<file path="src/rtl/fetch_sequencer.sv">
// Instruction fetch: PC, one-deep fetch register, branch resolution, start/done program handshake.
// Latency: ROM word at prog_ctr appears on instr one edge later; a taken branch costs one bubble.
// Backpressure: none; the fetch register advances every RUN edge. Optional CYCLE_COUNT_EN adds cycle_count.
module fetch_sequencer #(
    parameter int D  = 10,
    parameter int IW = 9,
    parameter int OW = 6
) (
    input  logic          clk,
    input  logic          reset,
    input  logic          start,
    input  logic [IW-1:0] instr_rd,
    input  logic          branch,
    input  logic          how_high,
    input  logic          br_cond,
    input  logic [OW-1:0] br_off,
    input  logic [D-1:0]  far_target,
    input  logic          halt,
    output logic [D-1:0]  prog_ctr,
    output logic [IW-1:0] instr,
    output logic [D-1:0]  instr_pc,
    output logic          instr_valid,
`ifdef CYCLE_COUNT_EN
    output logic          done,
    output logic [15:0]   cycle_count
`else
    output logic          done
`endif
);

    typedef enum logic [1:0] {
        S_IDLE = 2'd0,
        S_RUN  = 2'd1,
        S_DONE = 2'd2
    } state_t;

    localparam logic [D-1:0] PC_ZERO = '0;
    localparam logic [D-1:0] PC_ONE  = {{(D-1){1'b0}}, 1'b1};

    state_t        state;
    state_t        state_nxt;
    logic [D-1:0]  pc_nxt;
    logic [D-1:0]  ipc_nxt;
    logic [IW-1:0] instr_nxt;
    logic          valid_nxt;
    logic          done_nxt;

    // Decoder feedback only counts for a real instruction while running;
    // bubbles and idle/done cycles must never steer the PC.
    logic          dec_live;
    logic          halt_hit;
    logic          taken;
    logic [D-1:0]  off_ext;
    logic [D-1:0]  rel_target;
    logic [D-1:0]  br_target;
    logic [D-1:0]  pc_inc;

    assign dec_live   = (state == S_RUN) && instr_valid;
    assign halt_hit   = dec_live && halt;
    assign taken      = dec_live && branch && br_cond;
    assign off_ext    = {{(D-OW){br_off[OW-1]}}, br_off};
    assign rel_target = instr_pc + off_ext;
    assign br_target  = how_high ? far_target : rel_target;
    assign pc_inc     = prog_ctr + PC_ONE;

    // State register and fetch datapath registers.
    always_ff @(posedge clk or posedge reset) begin
        if (reset) begin
            state       <= S_IDLE;
            prog_ctr    <= PC_ZERO;
            instr       <= '0;
            instr_pc    <= PC_ZERO;
            instr_valid <= 1'b0;
            done        <= 1'b0;
        end else begin
            state       <= state_nxt;
            prog_ctr    <= pc_nxt;
            instr       <= instr_nxt;
            instr_pc    <= ipc_nxt;
            instr_valid <= valid_nxt;
            done        <= done_nxt;
        end
    end

    // Next-state and next-datapath selection; halt has priority over a taken branch.
    always_comb begin
        state_nxt = state;
        pc_nxt    = prog_ctr;
        instr_nxt = instr;
        ipc_nxt   = instr_pc;
        valid_nxt = instr_valid;
        done_nxt  = done;
        case (state)
            S_IDLE: begin
                // The start edge only changes mode; the first fetch happens in RUN.
                pc_nxt    = PC_ZERO;
                valid_nxt = 1'b0;
                done_nxt  = 1'b0;
                if (start) begin
                    state_nxt = S_RUN;
                end
            end
            S_RUN: begin
                if (halt_hit) begin
                    // PC freezes where it is; the fall-through fetch is dropped.
                    state_nxt = S_DONE;
                    done_nxt  = 1'b1;
                    valid_nxt = 1'b0;
                end else begin
                    instr_nxt = instr_rd;
                    ipc_nxt   = prog_ctr;
                    if (taken) begin
                        // The word being fetched is the fall-through: load it but squash it.
                        pc_nxt    = br_target;
                        valid_nxt = 1'b0;
                    end else begin
                        pc_nxt    = pc_inc;
                        valid_nxt = 1'b1;
                    end
                end
            end
            S_DONE: begin
                done_nxt  = 1'b1;
                valid_nxt = 1'b0;
                if (start) begin
                    state_nxt = S_RUN;
                    pc_nxt    = PC_ZERO;
                    done_nxt  = 1'b0;
                end
            end
            default: begin
                state_nxt = S_IDLE;
                pc_nxt    = PC_ZERO;
                valid_nxt = 1'b0;
                done_nxt  = 1'b0;
            end
        endcase
    end

`ifdef CYCLE_COUNT_EN
    logic [15:0] cnt_nxt;
    logic        run_entry;

    assign run_entry = start && ((state == S_IDLE) || (state == S_DONE));

    // Run-length counter: cleared on entry to RUN, saturating while running, frozen otherwise.
    always_comb begin
        cnt_nxt = cycle_count;
        if (run_entry) begin
            cnt_nxt = 16'd0;
        end else if ((state == S_RUN) && (cycle_count != 16'hFFFF)) begin
            cnt_nxt = cycle_count + 16'd1;
        end
    end

    // Counter register.
    always_ff @(posedge clk or posedge reset) begin
        if (reset) begin
            cycle_count <= 16'd0;
        end else begin
            cycle_count <= cnt_nxt;
        end
    end
`endif

endmodule

</file>
<file path="config.mk">
export PLATFORM = sky130hd
export DESIGN_NAME = fetch_sequencer
export DESIGN_NICKNAME = d
export VERILOG_FILES = /design/src/rtl/fetch_sequencer.sv
export SDC_FILE = /design/constraint.sdc
export NUM_CORES = 1
export LEC_CHECK = 0
export BUFFER_PORTS_ARGS = -buffer_cell sky130_fd_sc_hd__buf_2
export CAP_MARGIN = 5
export CORE_AREA = 2 2 78 80
export DETAILED_ROUTE_END_ITERATION = 7
export DIE_AREA = 0 0 80 82
export GPL_TIMING_DRIVEN = 1
export HOLD_SLACK_MARGIN = 0.02
export SLEW_MARGIN = 20
export SYNTH_ARGS = -nofsm -noshare
export SYNTH_HDL_FRONTEND = slang
export SYNTH_SLANG_ARGS = --single-unit
</file>
<file path="constraint.sdc">
create_clock -name clk -period 3.8 [get_ports clk]
set_clock_uncertainty 0.2 [all_clocks]
set_input_delay 0.76 -clock clk [delete_from_list [all_inputs] [get_ports clk]]
set_output_delay 0.76 -clock clk [all_outputs]
set_load 0.01 [all_outputs]
</file>
# After elaboration in Yosys (flattened, before gate mapping)

Cells that the tools add are included.

ROM bits: 0
Memories kept: 0
Flip-flop bits (word level): 33
Bits in writable memories: 0
Input bits: 32
Bits in latches: 0
Output and inout bits: 31

Magnitude comparators: 0
Add/subtract/negate cells: 2
Eq/ne operators: 6
Bitwise gates (word level): 1
Reductions and logical operators: 9
Shift-type cells: 0
Div/mod/pow operators: 0
Multiply operators: 0
Mux-type cells: 14

Operator list:

| kind                    | count |
|---|---|
| $mux W10                | 4 |
| $pmux W10 S2            | 1 |
| $add A10 B1 Y10 const B | 1 |
| $add A10 B10 Y10        | 1 |
| $ne A2 B2 Y1 const B    | 3 |
| $reduce_and A2 Y1       | 3 |
| $mux W1                 | 5 |
| $logic_and A1 B1 Y1     | 4 |
| $mux W2                 | 2 |
| $pmux W2 S2             | 1 |
| $eq A2 B1 Y1 const B    | 1 |
| $eq A2 B2 Y1 const B    | 1 |
| $logic_not A2 Y1        | 1 |
| $ne A2 B1 Y1 const B    | 1 |
| $pmux W1 S2             | 1 |
| $reduce_or A2 Y1        | 1 |
| $not A1 Y1              | 1 |

# Depth between registers and ports, before layout

Word-level depth: 7
Depth in mapped cells: 9
Depth with buffers taken out: 9

# Worst setup path before layout

No wires, ideal clock.

Kind: input port to flip-flop
From: input port br_off[0]
To: register prog_ctr[8]
Slack: 1.190 ns
Arrival: 2.341 ns
Cell stages on the path: 9
Library setup time: 0.069 ns
Path buffers: 0
Cells stage by stage: ha_1 > inv_1 > fa_1 > nor2b_1 > o21ai_0 > nand2b_1 > a311oi_1 > or4b_1 > nand3_1

Longest elaborated chain between the ends: 5

Ends and longest elaborated chain:

| what                   | RTL line | text |
|---|---|---|
| start: declaration     | 16       | `input logic [OW-1:0] br_off,` |
| $add A10 B10 Y10       | 62       | `assign rel_target = instr_pc + off_ext;` |
| $mux W10               | 63       | `assign br_target = how_high ? far_target : rel_target;` |
| $mux W10               | 112      | `if (taken) begin` |
| $mux W10               | 104      | `if (halt_hit) begin` |
| $pmux W10 S2           | 93       | `case (state)` |
| end signal: assignment | 77       | `prog_ctr <= pc_nxt;` |
| end: declaration       | 19       | `output logic [D-1:0] prog_ctr,` |

Every way passes these cells. The select of a mux whose other input is x is not followed.
A chain may end at the register's enable or synchronous reset.

# Final worst setup path

From: register state[1]
To: register prog_ctr[5]

Longest elaborated chain between the ends: 7
Elaborated cells on any way between the ends: 12
Those cells by class: 4 x eq/ne; 3 x mux; 5 x reduce/logical

Ends and longest elaborated chain:

| what                              | RTL line | text |
|---|---|---|
| start: declaration                | 40       | `state_t state;` |
| start signal: assignment          | 76       | `state <= state_nxt;` |
| $eq A2 B1 Y1                      | 58, 93   |  |
| $logic_and A1 B1 Y1               | 58       | `assign dec_live = (state == S_RUN) && instr_valid;` |
| $logic_and A1 B1 Y1 (2 in series) | 60       | `assign taken = dec_live && branch && br_cond;` |
| $mux W10                          | 112      |  |
| $mux W10                          | 104      |  |
| $pmux W10 S2                      | 93       |  |

Several ways; a longest one is shown, not always the timed one. The select of a mux whose other input is x is not followed.

==> results.toml <==
[status]
status = "finished clean"

[cells_and_area]
drive_gt1_share_pct = 24.1
ff_latch_area_um2 = 826
fin_nets = 373
areaGrowthSynthToFinish_pct = 22.7
fillers = 610
num_antenna_cells = 0
multi_input_area_mm2 = 0.00126

[synth]
synthTopCellsByArea = "dfrtp_1 38%, nand2_1 13%, ha_1 7.5%"
seq_area_frac_synth_pct = 38.2
ys_async_sr_fraction_pct = 100
avgSynthCellArea_um2 = 8.10
ys_warn_count = 0
synth.largest_area_cell = "dfrtp_1"
yosys-top-cells-count = "77 x nand2_1, 33 x dfrtp_1, 22 x o21ai_0, 14 x nor2_1"
ys_ff_latch = 33
synthCells = 267
synth_nets = 313
synthFlopType = "dfrtp_1"
yosysMostFrequentCell = "nand2_1"
synth_edf_count = 0
synth_top_area_share_pct = 38.2
syn_area_mm2 = 0.00216
ys_types = 53

[clocking]
clkSinkCount = 33
cts_setup_buffers = 0
cts_buffers = 5
htree_levels = 2
ctsResizeCount = 0
cts_buffer_depth = 2
clock_latency_ns = 0.29
path_clk_slew_ns = 0.07
cts_root_buf = "clkbuf_8"
cts_tree = "built"
ctsHoldBuffers = 0

[sta]
timing_hold_violations_final = 0
max_freq_mhz = 348
setup_slack_ns = 0.925
final_max_slew_viol_count = 0
timing.setup.tns_ns = 0
rsz0062_at_grt = "false"
tightest_slew_ns = 0.788
min_period_over_period_pct = 75.7
setup_viol = 0
finalCriticalPeriod_ns = 2.88
slew_headroom_pct = 47.4
hold_ws_ns = 0.279

[worst_setup_path]
arrival_ns = 2.84
cp_top_family = "compound AO/OA/AOI/OAI gates"
start_kind = "flip-flop"
criticalPathCategory = "reg -> reg"
slowest_delay_ns = 0.62
cpMaxStageDelayCell = "a2111oi_0"
path_cells = "inv_1 -> ha_1 -> nand4_1 -> a2111oi_0 -> nand3_1 -> o211ai_1 -> o21ai_0 -> o2bb2ai_1"
end_kind = "flip-flop"
crit_required_ns = 3.77
worstPathMaxFanout = 15
crit_buf_inv = 1

[power_and_ir_drop]
power_frac_comb_pct = 45.2
seqPwrFrac_pct = 33.5
p_sw_uw = 687
p_int_uw = 942
power_density_mw_per_mm2 = 614
power_leakage_nw = 1.35
pwr-share-clk_pct = 21.2
sw_frac_of_total_pct = 42.2
peakVddDrop_v = 0.000533

[drt]
drtPass1Iterations = 5
post_drt_wl_per_cell_um = 14.7
drc = 0
first_iter_violations = 188
drtAntennaViolNets = 0
drt_wl_total_um = 5940
routed_via_density = 5.22
vias = 2105

[place]
place_ws_ns = 0.939
place_congestion = 0.814
dpl.hpwl_um = 4330
port_buffers = 62

[floorplanning]
initial_utilization_pct = 37.7
die_w_um = 80
coreArea_mm2 = 0.00575
placement_rows = 28
dieArea_mm2 = 0.00656
die_h_um = 82
io_pins = 63

[global_routing]
antenna_found_initial = 0
grt_pass1_wl_um = 9650
grt-ovfl-total = 0
first_global_vias = 2011
track_usage_pct = 19.0
grt_max_degree = 24

[hold_path]
hold_path_class = "reg -> reg"

[run]
drv_cap = 0
[final timing paths]
| path | to | from | slack (ns) | cells after the start |
|---|---|---|---|---|
| hold reg to reg | instr[6] | instr[6] | 0.28 | 2 |
| max in group asynchronous | prog_ctr[4] | reset | 2.40 | 3 |
| setup reg to reg | prog_ctr[5] | state[1] | 0.92 | 8 |
| min in group asynchronous | instr[8] | reset | 0.38 | 2 |
| setup / recovery | prog_ctr[5] | state[1] | 0.92 | 8 |
| hold / removal | instr[6] | instr[6] | 0.28 | 2 |
[registers in the layout, summed over array words and instances, names as in the netlist]
| register | count |
|---|---|
| done | 1 |
| instr_valid | 1 |
| prog_ctr | 10 |
| instr_pc | 10 |
| state | 2 |
| instr | 9 |
[cell families (layout without fill, tap and decap cells)]
group                    after synthesis  count (layout)  share of synthesized area, %
AND/OR/NAND/NOR                      133             133                          28.5
AO/OA/AOI/OAI                         60              60                          17.9
flip-flops                            33              33                          38.2
buffers and inverters                 19              80                          3.47
adder cells (fa/ha/maj)               14              14                          8.44
XOR/XNOR                               4               4                          1.62
multiplexers                           4               4                          1.91
[worst min-delay path, stage by stage, from the launching register on]
cell and delay (ns):
dfrtp_1 0.34, nand2_1 0.05, nand2_1 0.05
[layout make-up]
type	count	share of cell area, %
Clock buffer	7	3.25
Clock inverter	1	1.13
Inverter	8	1.13
Multi-Input combinational cell	215	47.6
Sequential cell	33	31.1
Tap cell	75	3.54
Timing Repair Buffer	64	12.3
[metal layers]
metal	routed length [um]	vias up	GRT usage, %
li1	-	1053	-
met1	2720	979	25.3
met2	2800	66	31.5
met3	344	7	4.07
met4	71	0	4.92
met5	0	-	0
[power groups by stage]
stage	sequential (mW)	clock, mW	combinational [mW]
after floorplan	0.580	0	0.466
after global placement	0.549	0	0.728
after detailed placement	0.550	0	0.741
after CTS	0.547	0.354	0.743
after global routing	0.564	0.367	0.834
final	0.546	0.346	0.737
[cells in the final DEF (no fill, tap or decap), drive strengths merged, types with 4 or more instances in the layout]
cell,Yosys,layout
nor2b,4,4
ha,13,13
nand3,9,9
dfrtp,33,33
inv,8,8
o21ai,22,22
a21oi,13,13
clkbuf,8,7
nand2,77,77
nor2,14,14
nor3b,4,4
nor3,7,7
buf,3,64
[stage by stage]
step	cells	power (mW)	instance area (um^2)	util, %
2_1_floorplan	267	1.05	2160	-
3_3_place_gp	395	1.28	2540	44.2
3_5_place_dp	395	1.29	2540	44.2
4_1_cts	403	1.64	2650	46.2
5_1_grt	403	1.77	2650	46.2
6_report	403	1.63	2650	46.2
No activity file was read; power rests on OpenSTA's default activity.
